[src/rtl/irrig_pkg.sv]
// Shared types and helpers for the irrigation controller: FSM state encoding and probe-consistency rule.
package irrig_pkg;

   typedef enum logic [1:0] {
      IDLE  = 2'd0,
      DRIP  = 2'd1,
      SPRAY = 2'd2,
      FAULT = 2'd3
   } irrig_state_t;

   // A probe wetted above a dry probe means a stuck or broken sensor.
   function automatic logic probe_err(input logic l, input logic m, input logic h);
      return (m & ~l) | (h & ~m);
   endfunction

endpackage

[src/rtl/sensor_debounce.sv]
// Two-flop synchroniser followed by a stability filter: the output follows the synchronised
// input only after it has disagreed with the output for DEB_CYCLES consecutive cycles.
module sensor_debounce
   import irrig_pkg::*;
#(
   parameter int DEB_CYCLES = 16
) (
   input  logic clk,
   input  logic rstn,
   input  logic raw,
   output logic filt
);

   localparam int CW = $clog2(DEB_CYCLES) + 1;
   localparam logic [CW-1:0] CNT_TC = CW'(DEB_CYCLES - 1);

   logic          sync_1;
   logic          sync_2;
   logic [CW-1:0] stable_cnt;

   always_ff @(posedge clk or negedge rstn) begin
      if (!rstn) begin
         sync_1     <= 1'b0;
         sync_2     <= 1'b0;
         stable_cnt <= '0;
         filt       <= 1'b0;
      end else begin
         sync_1 <= raw;
         sync_2 <= sync_1;
         if (sync_2 == filt) begin
            stable_cnt <= '0;
         end else if (stable_cnt == CNT_TC) begin
            filt       <= sync_2;
            stable_cnt <= '0;
         end else begin
            stable_cnt <= stable_cnt + CW'(1);
         end
      end
   end

endmodule

[src/rtl/irrigation_ctrl.sv]
// Irrigation control stage: filters tank/climate sensors, decodes tank status, sequences the
// sprinkler/drip modes and generates the LED-matrix column-scan clock.
//
// state | meaning
// IDLE  | no irrigation, waiting for dry soil
// DRIP  | drip irrigation (sinal_G), soil dry and not hot
// SPRAY | sprinkler irrigation (sinal_A), soil dry and hot
// FAULT | tank empty or probes inconsistent, nothing irrigates
module irrigation_ctrl
   import irrig_pkg::*;
#(
   parameter int DEB_CYCLES = 16,
   parameter int MIN_RUN    = 1000,
   parameter int SCAN_DIV   = 5000
) (
   input  logic clk,
   input  logic rstn,
   input  logic sensor_l,
   input  logic sensor_m,
   input  logic sensor_h,
   input  logic dry_soil,
   input  logic hot,
   output logic L,
   output logic M,
   output logic H,
   output logic Alarm,
   output logic erro,
   output logic sinal_A,
   output logic sinal_G,
   output logic valve_on,
   output logic delay
);

   localparam int RW = $clog2(MIN_RUN) + 1;
   localparam int SW = $clog2(SCAN_DIV) + 1;
   localparam logic [RW-1:0] RUN_TC  = RW'(MIN_RUN - 1);
   localparam logic [SW-1:0] SCAN_TC = SW'(SCAN_DIV - 1);

   logic          dry_f;
   logic          hot_f;
   logic          probe_bad;
   logic          fault;
   logic          run_done;
   irrig_state_t  state;
   irrig_state_t  state_nxt;
   logic [RW-1:0] run_left;
   logic [SW-1:0] scan_cnt;

   sensor_debounce #(.DEB_CYCLES(DEB_CYCLES)) u_deb_l   (.clk(clk), .rstn(rstn), .raw(sensor_l), .filt(L));
   sensor_debounce #(.DEB_CYCLES(DEB_CYCLES)) u_deb_m   (.clk(clk), .rstn(rstn), .raw(sensor_m), .filt(M));
   sensor_debounce #(.DEB_CYCLES(DEB_CYCLES)) u_deb_h   (.clk(clk), .rstn(rstn), .raw(sensor_h), .filt(H));
   sensor_debounce #(.DEB_CYCLES(DEB_CYCLES)) u_deb_dry (.clk(clk), .rstn(rstn), .raw(dry_soil), .filt(dry_f));
   sensor_debounce #(.DEB_CYCLES(DEB_CYCLES)) u_deb_hot (.clk(clk), .rstn(rstn), .raw(hot),      .filt(hot_f));

   assign probe_bad = probe_err(L, M, H);

   always_ff @(posedge clk or negedge rstn) begin
      if (!rstn) begin
         erro  <= 1'b0;
         Alarm <= 1'b0;
      end else begin
         erro  <= probe_bad;
         Alarm <= ~L & ~probe_bad;
      end
   end

   assign fault = erro | Alarm;

   // run_left is a down-counter reloaded on every state entry; zero means the minimum run has elapsed.
   assign run_done = (run_left == '0);

   always_ff @(posedge clk or negedge rstn) begin
      if (!rstn) begin
         state <= IDLE;
      end else begin
         state <= state_nxt;
      end
   end

   always_comb begin
      state_nxt = state;
      case (state)
         IDLE: begin
            if (fault)      state_nxt = FAULT;
            else if (dry_f) state_nxt = hot_f ? SPRAY : DRIP;
         end
         DRIP: begin
            if (fault) begin
               state_nxt = FAULT;
            end else if (run_done) begin
               if (!dry_f)     state_nxt = IDLE;
               else if (hot_f) state_nxt = SPRAY;
            end
         end
         SPRAY: begin
            if (fault) begin
               state_nxt = FAULT;
            end else if (run_done) begin
               if (!dry_f)      state_nxt = IDLE;
               else if (!hot_f) state_nxt = DRIP;
            end
         end
         FAULT: begin
            if (!fault) state_nxt = IDLE;
         end
         default: state_nxt = IDLE;
      endcase
   end

   always_ff @(posedge clk or negedge rstn) begin
      if (!rstn) begin
         run_left <= '0;
         sinal_A  <= 1'b0;
         sinal_G  <= 1'b0;
         valve_on <= 1'b0;
      end else begin
         if (state_nxt != state) begin
            run_left <= RUN_TC;
         end else if (!run_done) begin
            run_left <= run_left - RW'(1);
         end
         sinal_A  <= (state_nxt == SPRAY);
         sinal_G  <= (state_nxt == DRIP);
         valve_on <= (state_nxt == SPRAY) || (state_nxt == DRIP);
      end
   end

   // Free-running scan clock, unaffected by the irrigation state.
   always_ff @(posedge clk or negedge rstn) begin
      if (!rstn) begin
         scan_cnt <= '0;
         delay    <= 1'b0;
      end else if (scan_cnt == SCAN_TC) begin
         scan_cnt <= '0;
         delay    <= ~delay;
      end else begin
         scan_cnt <= scan_cnt + SW'(1);
      end
   end

endmodule

[config.mk]
export PLATFORM = sky130hd
export DESIGN_NAME = irrigation_ctrl
export DESIGN_NICKNAME = d
export VERILOG_FILES = /design/src/rtl/irrig_pkg.sv /design/src/rtl/sensor_debounce.sv /design/src/rtl/irrigation_ctrl.sv
export SDC_FILE = /design/constraint.sdc
export NUM_CORES = 1
export LEC_CHECK = 0
export BUFFER_PORTS_ARGS = -buffer_cell sky130_fd_sc_hd__clkbuf_2
export CAP_MARGIN = 20
export CORE_MARGIN = 10
export CORE_UTILIZATION = 35
export DETAILED_ROUTE_END_ITERATION = 6
export PLACE_DENSITY = 0.6
export RECOVER_POWER = 100
export SLEW_MARGIN = 0
export SYNTH_ARGS = -nofsm -noshare
export SYNTH_HDL_FRONTEND = slang
export SYNTH_SLANG_ARGS = --single-unit
export TNS_END_PERCENT = 50
[constraint.sdc]
create_clock -name clk -period 2 [get_ports clk]
set_input_delay 0.2 -clock clk [delete_from_list [all_inputs] [get_ports clk]]
set_output_delay 0.2 -clock clk [all_outputs]
set_load 0.005 [all_outputs]
==> results.json <==
{
  "r2r_end": "valve_on",
  "synth_seq_cells": 73,
  "cts_num_sinks": 73,
  "worstPathArrival_ns": 2.10,
  "initial_utilization_pct": 36.1,
  "num_vias": 2087,
  "finalSetupViolations": 0,
  "critPathMaxStageDelay_ns": 0.39,
  "rows": 34,
  "pwr-share-clk_pct": 38.9,
  "drt-pass1-iter-count": 4,
  "synth_edf_count": 0,
  "post_synth.cell_area_avg_um2": 11.4,
  "status": "completed",
  "yosysWarningCount": 0,
  "cp-start-kind": "flop",
  "dp_slack_ns": 0.112,
  "dp_hpwl_um": 3780,
  "clk_latency_ns": 0.35,
  "diodes": 0,
  "pwr-share-seq_pct": 47.7,
  "p_comb_share_pct": 13.3,
  "cts_tree": "built",
  "drtAntennaViolNets": 0,
  "ios": 16,
  "synth_top_cell_by_area": "dfrtp_1",
  "cp_cell_sequence": "inv_1, ha_1, nor4b_4, nand3_2, a221o_1, ha_1, inv_1",
  "path_max_fanout": 7,
  "die_w_um": 115,
  "cp-endpoint": "valve_on",
  "nNetsFinal": 330,
  "synth_nets": 292,
  "layout.cells.non_filler": 425,
  "yosysUniqueCellTypes": 42,
  "synth-main-ff-cell": "dfrtp_1",
  "synth_area_leaders": "dfrtp_1, xor2_1, nor2_1, ha_1, nand3_1",
  "cp-end-kind": "flop",
  "critPathLaunch": "run_left[1]",
  "core_um2": 8720,
  "fin_crit_ns": 1.86,
  "chipHeight_um": 115,
  "post-route-drc-count": 0,
  "p_leak_uw": 0.00178,
  "slew_headroom_pct": 42.3,
  "syn_to_final_growth_pct": 18.1,
  "fmax_ghz": 0.538,
  "cts_buffers": 9,
  "routed_wl_um": 5390,
  "worstPathRequired_ns": 2.24,
  "p_int_uw": 2650,
  "drive_above_1_share_pct": 13.6,
  "overflow": 0,
  "syn_area_um2": 3140,
  "post_drt_wl_per_cell_um": 12.7,
  "grt_max_degree": 40,
  "cts.clk_slew.worst_paths_ns": 0.08,
  "path_class": "reg -> reg",
  "r2r_slack_ns": 0.14,
  "grt_usage_pct": 9.28,
  "netlist_instances": 275,
  "dieArea_um2": 13200,
  "grt_pass1_vias": 2099,
  "whs_ns": 0.355,
  "maxCapViolCount": 0,
  "yosysTopAreaCellShare_pct": 58.1,
  "viasPerCell": 4.91,
  "post-cts-setup-buffers": 0,
  "antenna_found_initial": 0,
  "slew_violations": 0,
  "clock_skew_ns": 0.00891,
  "clock_path_buffers": 2,
  "place.gp.congestion": 0.788,
  "rsz0062_at_grt": "no",
  "hold_class": "reg -> reg",
  "critPathSlowestCell": "a221o_1",
  "final.period_utilization_pct": 92.9,
  "h-tree-depth": 3,
  "ir_worst_vdd_v": 0.000499,
  "cts-root-buf": "clkbuf_8",
  "sw_frac_of_total_pct": 25.6,
  "net-switching-power_uw": 914,
  "setup_ws_ns": 0.143,
  "numPortBuffers": 15,
  "finalSetupTns_ns": 0,
  "grt_pass1_wl_um": 9850,
  "rr_worst_depth": 7,
  "synth-seq-area-share_pct": 58.1,
  "async_flop_share_pct": 100,
  "rr_startpoint": "run_left[1]",
  "finalHoldViolCount": 0,
  "power_density_nw_per_um2": 961,
  "post-route-util_pct": 42.6,
  "dp_cells": 404,
  "drt-initial-drc-count": 82,
  "worstMarginPinSlew_ns": 0.866
}
what timing repair did:
| action | in CTS | in global routing |
|---|---|---|
| endpoints found under the hold margin | 39 | 0 |
| hold buffers | 6 | 0 |
| gates resized for setup | 0 | 6 |
| endpoints found under the setup margin | 0 | 6 |
cells in the mapped netlist, types with 3 or more instances:
master    n
and3_1    9
nor2b_1   6
mux2i_1   4
nand3_1  19
dfrtp_1  73
mux2_2    5
nor2_1   36
xor2_1   20
and2_1   11
a21oi_1   6
nor3_1    8
inv_1     7
nand2_1   8
o21ai_0  12
ha_1     10
nand4_1   3
xnor2_1   8
cell usage in the layout (no fill, tap or decap), types with 7 or more instances in the layout:
master and n:
and3_1 9, clkbuf_8 9, nand2_1 8, o21ai_0 9, nor3_1 7, xnor2_1 8
clkbuf_1 7, xor2_1 20, dfrtp_1 73, nand3_1 19, nor2_1 36, clkbuf_2 9
ha_1 10, buf_4 7
power groups by stage:
stage	clock (µW)	sequential, µW	combinational [µW]
floorplan	0	1710	298
finish	1390	1700	476
CTS	1430	1700	489
global placement	0	1720	470
detailed placement	0	1730	480
global route	1500	1720	549
sequential cells by signal (all words and copies together), names as in the netlist, 2 cells and up:
signal,cells
state,2
scan_cnt,14
u_deb_m.stable_cnt,5
u_deb_hot.stable_cnt,5
u_deb_l.stable_cnt,5
u_deb_dry.stable_cnt,5
run_left,11
u_deb_h.stable_cnt,5
area by class of cell:
| type | instances | area (µm²) |
|---|---|---|
| Fill cell | 819 | 5010 |
| Inverter | 7 | 26.3 |
| Sequential cell | 73 | 1830 |
| Tap cell | 108 | 135 |
| Clock buffer | 9 | 124 |
| Timing Repair Buffer | 30 | 191 |
| Clock inverter | 6 | 116 |
| Multi-Input combinational cell | 192 | 1290 |
critical path, delay by kind of cell (launching register included):
| kind | cells | cell delay (ns) |
|---|---|---|
| buffers and inverters | 2 | 0.13 |
| and+or+nand+nor | 2 | 0.41 |
| AOI/OAI and AO/OA | 1 | 0.39 |
| adders and majority gates | 2 | 0.46 |
| DFF | 1 | 0.38 |
cells by family after synthesis:
family                   share of synthesized area [%]
XOR/XNOR                                          7.80
AND/OR/NAND/NOR                                   19.2
buffers and inverters                             1.23
adder cells (fa/ha/maj)                           3.98
AO/OA/AOI/OAI                                     6.61
flip-flops                                        58.1
multiplexers                                      3.06
worst min path at each step:
stage / depth (start not counted) / slack [ns] / end / startpoint
final: 0 / 0.35 / u_deb_m.sync_2 / u_deb_m.sync_1
after global routing: 0 / 0.37 / u_deb_dry.sync_2 / u_deb_dry.sync_1
after CTS: 2 / 0.36 / scan_cnt[12] / rstn
after detailed placement: 1 / 0.19 / run_left[2] / rstn
after global placement: 1 / 0.19 / run_left[2] / rstn
after floorplan: 0 / -0.1 / Alarm / rstn
layer usage:
| metal | vias up | track usage (%) | share of wire (%) |
|---|---|---|---|
| met4 | 0 | 4.13 | 1.8 |
| li1 | 1028 | - | - |
| met2 | 30 | 14.1 | 47 |
| met5 | - | 0 | 0 |
| met3 | 11 | 3.28 | 3.2 |
| met1 | 1018 | 11.7 | 48 |
stage by stage:
step | instance area, µm² | power, µW
detailed placement | 3420 | 2210
global route | 3710 | 3780
CTS | 3720 | 3610
finish | 3710 | 3570
floorplan | 3150 | 2010
global placement | 3420 | 2190
No activity file was read; power rests on OpenSTA's default activity.
